`src/rtl/pkt_queue_mc.sv`:
```
// Multi-channel bounded packet queue: NCH circular FIFOs behind one round-robin output port.
// Define PKT_QUEUE_MC_DROP_EN to discard pushes into a full channel (and count them) instead of backpressuring.
module pkt_queue_mc #(
  parameter int unsigned W     = 64,
  parameter int unsigned DEPTH = 8,
  parameter int unsigned NCH   = 4,
  localparam int unsigned AW   = $clog2(DEPTH),
  localparam int unsigned CNTW = AW + 1,
  localparam int unsigned CW   = (NCH > 1) ? $clog2(NCH) : 1
) (
  input  logic                  clk,
  input  logic                  arst_n,
  input  logic [NCH-1:0]        in_valid,
  input  logic [NCH*W-1:0]      in_pkt,
  output logic [NCH-1:0]        in_ready,
  output logic                  out_valid,
  output logic [W-1:0]          out_pkt,
  output logic [CW-1:0]         out_ch,
  input  logic                  out_ready,
  output logic [NCH*CNTW-1:0]   occ,
  output logic [NCH*16-1:0]     drop_cnt
);

  logic [W-1:0]    r_mem [NCH][DEPTH];
  logic [AW-1:0]   r_wp  [NCH];
  logic [AW-1:0]   r_rp  [NCH];
  logic [CNTW-1:0] r_cnt [NCH];
  logic [CW-1:0]   r_rr;
  logic            r_lock;
  logic [CW-1:0]   r_lock_ch;

  logic [NCH-1:0]  w_full;
  logic [NCH-1:0]  w_nonempty;
  logic [NCH-1:0]  w_push;
  logic [NCH-1:0]  w_pop_ch;
  logic [CW-1:0]   w_cand;
  logic [CW-1:0]   w_idx;
  logic [CW-1:0]   w_g;
  logic            w_pop;

  always_comb begin
    w_full     = '0;
    w_nonempty = '0;
    for (int c = 0; c < int'(NCH); c++) begin
      w_full[c]     = (r_cnt[c] == CNTW'(DEPTH));
      w_nonempty[c] = (r_cnt[c] != '0);
    end
  end

  // Round-robin search: lowest offset from r_rr wins, so scan offsets from high to low.
  always_comb begin
    w_cand = '0;
    w_idx  = '0;
    for (int i = int'(NCH) - 1; i >= 0; i--) begin
      w_idx = CW'((int'(r_rr) + i) % int'(NCH));
      if (w_nonempty[w_idx]) w_cand = w_idx;
    end
  end

  // A presented-but-stalled packet keeps its channel until the handshake.
  assign w_g       = r_lock ? r_lock_ch : w_cand;
  assign out_valid = |w_nonempty;
  assign out_ch    = out_valid ? w_g : '0;
  assign out_pkt   = out_valid ? r_mem[w_g][r_rp[w_g]] : '0;
  assign w_pop     = out_valid && out_ready;

  always_comb begin
    w_pop_ch = '0;
    occ      = '0;
    for (int c = 0; c < int'(NCH); c++) begin
      w_pop_ch[c]            = w_pop && (w_g == CW'(c));
      occ[c*CNTW +: CNTW]    = r_cnt[c];
    end
  end

`ifdef PKT_QUEUE_MC_DROP_EN
  logic [15:0]    r_drop [NCH];
  logic [NCH-1:0] w_drop;

  // A pop on the same edge frees the slot, so a full channel still accepts.
  assign in_ready = '1;
  assign w_push   = in_valid & (~w_full | w_pop_ch);
  assign w_drop   = in_valid & w_full & ~w_pop_ch;

  always_ff @(posedge clk or negedge arst_n) begin
    if (!arst_n) begin
      for (int c = 0; c < int'(NCH); c++) r_drop[c] <= '0;
    end else begin
      for (int c = 0; c < int'(NCH); c++)
        if (w_drop[c] && (r_drop[c] != 16'hFFFF)) r_drop[c] <= r_drop[c] + 16'd1;
    end
  end

  always_comb begin
    drop_cnt = '0;
    for (int c = 0; c < int'(NCH); c++) drop_cnt[c*16 +: 16] = r_drop[c];
  end
`else
  assign in_ready = ~w_full;
  assign w_push   = in_valid & ~w_full;
  assign drop_cnt = '0;
`endif

  // Pointer, count, arbitration and lock state.
  always_ff @(posedge clk or negedge arst_n) begin
    if (!arst_n) begin
      for (int c = 0; c < int'(NCH); c++) begin
        r_wp[c]  <= '0;
        r_rp[c]  <= '0;
        r_cnt[c] <= '0;
      end
      r_rr      <= '0;
      r_lock    <= 1'b0;
      r_lock_ch <= '0;
    end else begin
      for (int c = 0; c < int'(NCH); c++) begin
        if (w_push[c])   r_wp[c] <= r_wp[c] + AW'(1);
        if (w_pop_ch[c]) r_rp[c] <= r_rp[c] + AW'(1);
        case ({w_push[c], w_pop_ch[c]})
          2'b10:   r_cnt[c] <= r_cnt[c] + CNTW'(1);
          2'b01:   r_cnt[c] <= r_cnt[c] - CNTW'(1);
          default: r_cnt[c] <= r_cnt[c];
        endcase
      end
      if (w_pop) begin
        r_rr   <= CW'((int'(w_g) + 1) % int'(NCH));
        r_lock <= 1'b0;
      end else if (out_valid) begin
        r_lock    <= 1'b1;
        r_lock_ch <= w_g;
      end
    end
  end

  // Payload storage needs no reset; count and pointers decide what is valid.
  always_ff @(posedge clk) begin
    for (int c = 0; c < int'(NCH); c++)
      if (w_push[c]) r_mem[c][r_wp[c]] <= in_pkt[c*W +: W];
  end

endmodule

```
`config.mk`:
```
export PLATFORM = sky130hd
export DESIGN_NAME = pkt_queue_mc
export DESIGN_NICKNAME = d
export VERILOG_FILES = /design/src/rtl/pkt_queue_mc.sv
export SDC_FILE = /design/constraint.sdc
export NUM_CORES = 2
export LEC_CHECK = 0
export BUFFER_PORTS_ARGS = -buffer_cell sky130_fd_sc_hd__buf_2
export CAP_MARGIN = 20
export CORE_MARGIN = 2
export CORE_UTILIZATION = 44
export DETAILED_ROUTE_END_ITERATION = 7
export PLACE_DENSITY_LB_ADDON = 0.25
export SYNTH_ARGS = -nofsm -noshare
export SYNTH_HDL_FRONTEND = slang
export SYNTH_SLANG_ARGS = --single-unit
```
`constraint.sdc`:
```
create_clock -name clk -period 13.8 [get_ports clk]
set_input_delay 2.76 -clock clk [delete_from_list [all_inputs] [get_ports clk]]
set_output_delay 2.76 -clock clk [all_outputs]
set_load 0.005 [all_outputs]
```
* Yosys cells after proc, flatten, opt, wreduce, memory -nomap -nowiden
Memories as Yosys holds them, arrays and structs flattened. Index checks and enable logic that the tools add are counted.
Storage, ports and cells: register bits 45, latch bits 0, RAM bits 2048, ROM bits 0, input bits 263, output and inout port bits 151, logic and storage cells 138, memories kept 1
Memory list:
- r_mem | words 4, bits a word 512, read ports 1, clocked after Yosys merged registers in 0, write ports 4, RTL line 24 | logic [W-1:0] r_mem [NCH][DEPTH];
Cells by class: add/sub/neg operators 20, multipliers 0, divide/modulo/power cells 0, order comparisons 14, eq/ne operators 15, shift-type cells 0, muxes and demuxes 43, bitwise operators 9, reduce and logical (&&, ||, !) cells 21
Operators with widths (count):
- $mux 512 | 4
- $demux 64 s3 | 4
- $mux 64 | 7
- $bmux 64 s3 | 1
- $pmux 4 s2 | 4
- $add 3x1->3 const B | 8
- $ge 4x4->1 const B | 5
- $not 3->4 | 5
- $add 4x1->4 const B | 4
- $eq 4x4->1 const B | 4
- $lt 4x1->1 const B | 4
- $reduce_bool 4->1 | 4
- $sub 4x1->4 const B | 4
- $eq 2x2->1 const B | 6
- $lt 2x3->1 const B | 4
- $mux 2 | 6
- $eq 2x1->1 const B | 5
- $mux 1 | 10
- $reduce_bool 2->1 | 5
- $logic_and 1x1->1 | 9
- $bmux 1 s2 | 4
- $bmux 3 s2 | 1
- $mux 3 | 2
- $add 2x1->2 const B | 2
- other kinds (9) | 10

* Longest topological paths before layout
depth in word-level cells 17, mapped depth 15, depth with buffers taken out 13

* Worst setup path after synthesis
Ideal clock, no wire load.
path kind input -> register, start point in in_valid[2], end point mem r_mem[2][448] in the netlist's numbering, enable pin, setup time 644 ps, arrival 9010 ps, required time 13156 ps, slack 4146 ps, stages on the path 2, buffers on the path 0, path through nand2_1 -> nor4_1
RTL lines:
- start: declaration | RTL line 13 | input logic [NCH-1:0] in_valid,
- end: declaration | RTL line 24

* Worst setup path in the final report
start point reg r_cnt (netlist bit occ[2]), end point out out_pkt[29]
Between the ends: word-level cells in the longest chain between the ends 17, elaborated cells on any way between the ends 25, classes of those cells mux: 20; bitwise: 2; reduce/logical: 2; memory: 1
RTL lines:
- start: declaration | RTL line 27 | logic [CNTW-1:0] r_cnt [NCH];
- start signal: indexed assignment | RTL line 120 | 2'b10: r_cnt[c] <= r_cnt[c] + CNTW'(1);
- start signal: indexed assignment | RTL line 121 | 2'b01: r_cnt[c] <= r_cnt[c] - CNTW'(1);
- start signal: indexed assignment | RTL line 122 | default: r_cnt[c] <= r_cnt[c];
- $reduce_bool 4->1 (*) | RTL line 46 | w_nonempty[c] = (r_cnt[c] != '0);
- $bmux 1 s2 | RTL line 56 | if (w_nonempty[w_idx]) w_cand = w_idx;
- $mux 1 (implied by the code) | RTL line 56
- $mux 2 (4 in a row) | RTL line 56
- $mux 2 | RTL line 61 | assign w_g = r_lock ? r_lock_ch : w_cand;
- $not 2->3 (implied by the code) | RTL line 64 | assign out_pkt = out_valid ? r_mem[w_g][r_rp[w_g]] : '0;
- $bmux 3 s2 | RTL line 64
- $mux 3 (implied by the code) (2 in a row) | RTL line 64
- $not 3->4 (implied by the code) | RTL line 64
- $bmux 64 s3 | RTL line 64
- $mux 64 (implied by the code) (2 in a row) | RTL line 64
- $mux 64 (*) | RTL line 64
- end: declaration | RTL line 17 | output logic [W-1:0] out_pkt,
Every way passes the cells marked *; elsewhere a longest branch is shown, timed or not. The select of a mux whose other input is x is not followed.

==> out/qor.yml <==
clocking:
  cts_tree: "yes"
  cts_sinks: 2093
  clock_latency_ps: 850
  cts_buffers: 210
  cts_resized: 0
  root_buffer: "clkbuf_16"
  clock_path_buffers: 3
  holdBufCountCts: 0
  post_cts_buffers: 0
  htreeDepth: 4
  path_clk_slew_ps: 60
floorplanning:
  dieHeight_um: 434.0
  fp.dieW_um: 434.0
  rows: 157
  die_area_um2: 188400
  core-area_um2: 183500
  io_pins: 414
  initial_core_util_pct: 44.34
sta:
  setup_viol: 0
  tns_ps: 0
  skew_ps: 32.28
  final-max-slew-violation-count: 0
  timing_hold_violations_final: 0
  clock.fmax_mhz: 106.3
  max_slew_margin_pct: 19.01
  rsz0062_at_grt: "no"
  period_share_pct: 68.19
  worst_slew_pin_slew_ps: 1215
  min_period_ps: 9410
power_and_ir_drop:
  powerDensity_nw_per_um2: 241.2
  ir_drop_uv: 295.7
  p_leak_nw: 30.70
logic_synthesis:
  synthTopCellsByArea: "edfxtp_1 (76%), nand2_1 (4.9%), mux4_2 (3.6%), mux2i_1 (3.1%), nand3_1 (2.4%)"
  synth-main-ff-cell: "edfxtp_1"
  synth_edf_count: 2048
  ys_ff_latch: 2093
  yosys.area.top_type: "edfxtp_1"
  syn_area_per_cell_um2: 15.97
  synth_warnings: 0
  synth_top_area_share_pct: 75.59
  netlist_instances: 5093
  ys_types: 55
  synth_area_um2: 81350
  async_flop_share_pct: 2.150
  yosysSeqAreaShare_pct: 76.98
routing:
  drc: 0
  ant_nets: 0
  first_iter_violations: 6320
  route.vias.total: 48640
  route.final.wire_length_um: 251100
  via_per_inst: 5.969
  first_pass_iters: 6
  wl_per_cell_um: 30.82
job:
  cap_violations: 0
worst_setup_path:
  crit_path_end_kind: "output port"
  crit_arrival_ps: 6650
  cp.required_ps: 11040
  cp_slowest_cell: "buf_4"
  crit_fanout: 139
  critical-path-max-stage-delay_ps: 880
  start_kind: "flop"
  crit_family: "buffers and inverters"
  crit_path_cell_trace: "nor4_2 > o211ai_1 > a211oi_2 > nor2_4 > mux2_8 > buf_12 > buf_4 > mux2i_1 > o22ai_1 > o21ai_0 > nand4_1 > buf_2"
  crit_type: "reg2out"
  critPathBufInv: 3
cells_and_area:
  layout_common_cells: "edfxtp_1 (2048), nand2_1 (1056), nand3_1 (398)"
  drive_above_1_share_pct: 16.85
  layout.nets: 5756
  area_delta_synth_final_pct: 13.63
  fin_area_um2: 92440
  instances_no_fill: 8148
  final_common_cell: "edfxtp_1"
min_path:
  hold_class: "reg2reg"
placed_design:
  portBuffers: 349
  finalWeightedCongestion: 0.7908
  place_inst: 7725
  dpl_cell_area_um2: 85810
  hpwl_um: 137400
outcome:
  run_status: "complete, no violations"
global_route:
  gr-total-overflow: 0
  grt.total_usage_pct: 26.42
  grt_max_degree: 157
  grt_pass1_wl_um: 349500
  grt_pass1_vias: 46480
  antenna_found_initial: 110
-- cell families (layout without fill, tap and decap cells) --
| group | after synthesis | count (layout) | share of synthesized area [%] |
|---|---|---|---|
| other | 1 | 104 | 0.004609 |
| adders and majority gates | 20 | 20 | 0.3076 |
| buffers and inverters | 369 | 857 | 2.335 |
| xor gates and xnor gates | 33 | 33 | 0.3553 |
| and+or+nand+nor | 1751 | 1751 | 9.512 |
| AOI/OAI and AO/OA | 426 | 426 | 3.576 |
| muxes | 400 | 400 | 6.932 |
| DFF | 2093 | 2093 | 76.98 |
-- layout make-up --
class	count	area [um^2]
fillers	15090	91030
flip-flops and latches	2093	62630
multi-input cells	2694	17380
diodes	40	100.1
clock buffers	263	5539
inverters	9	33.78
well taps	2464	3083
repair buffers	465	2675
clock inverters	120	998.5
-- worst register-to-register path, cell delays in order (launching register included) --
cell and delay [ps]:
dfrtp_1 490, or4_1 620, a21oi_2 280, a211o_1 220
nand2_1 150, nor3_2 290, buf_4 460, buf_4 650
nor2b_1 490, ha_1 360, xor2_1 110, ha_1 200
a21oi_1 160, xor2_1 170, nor2_1 70, xor2_1 140
-- report_power, final --
part           internal (mW)  total [mW]  switching [mW]  leakage, nW
Combinational           2.58        8.48            5.90         8.38
Clock                   3.09        5.48            2.39         3.20
Sequential              7.99        8.34           0.347         19.1
Total                   13.7        22.3            8.64         30.7
-- flip-flops by register name, summed over array words and instances (netlist names) --
signal     flops
occ           16
r_lock         1
r_lock_ch      2
r_mem       2048
r_rp          12
r_rr           2
r_wp          12
-- cell usage after synthesis (3+ instances only) --
| cell | count |
|---|---|
| nand2_1 | 1059 |
| edfxtp_1 | 2048 |
| inv_1 | 9 |
| nand4_1 | 192 |
| o21ai_0 | 56 |
| o22ai_1 | 131 |
| dfrtp_1 | 45 |
| xnor2_1 | 15 |
| buf_2 | 84 |
| a31oi_1 | 54 |
| mux2i_1 | 256 |
| xor2_1 | 18 |
| buf_4 | 95 |
| a311oi_1 | 75 |
| mux2_2 | 14 |
| o211ai_1 | 3 |
| buf_1 | 7 |
| nand3b_1 | 3 |
| nor2_4 | 3 |
| nor4_1 | 3 |
| nand2b_1 | 10 |
| nor2b_1 | 8 |
| nor3_1 | 17 |
| clkbuf_1 | 167 |
| buf_6 | 7 |
| a21oi_1 | 12 |
| nor2_1 | 42 |
| nand3_1 | 398 |
| mux4_2 | 129 |
| ha_1 | 20 |
| and2_1 | 3 |
| o21ai_1 | 16 |
| or2_2 | 5 |
| a22oi_1 | 64 |
-- metal layers --
layer	up-vias	global-route usage (%)	part of all wire (%)
met3	534	5.101	9.1
met2	2622	42.39	48
met1	25090	35.50	39
met5	-	0	0.15
met4	52	10.88	3.9
li1	20340	-	-
-- stage by stage --
step	hold slack (ps)	power [mW]	utilization [%]	setup WS (ps)
floorplan	439.7	13.61	-	4146
finish	481.2	22.30	50.39	4390
global route	494.1	23.20	50.38	4079
detailed placement	462.6	16.91	46.77	5259
CTS	478.0	22.37	50.33	4311
global placement	468.5	16.82	46.76	5433
-- path summary, 6_finish.rpt --
check | startpoint | endpoint | slack (ps) | cells after the start
worst max register to register | occ[9] | occ[2] | 8840 | 15
min in group asynchronous | arst_n | occ[5] | 2030 | 2
worst min-delay path | r_rp[8] | r_rp[8] | 480 | 1
worst max-delay path | occ[2] | out_pkt[29] | 4390 | 12
worst min register to register | r_rp[8] | r_rp[8] | 480 | 1
max in group asynchronous | arst_n | r_rp[6] | 11260 | 2
Note: power is estimated with default switching activity, not from simulation.
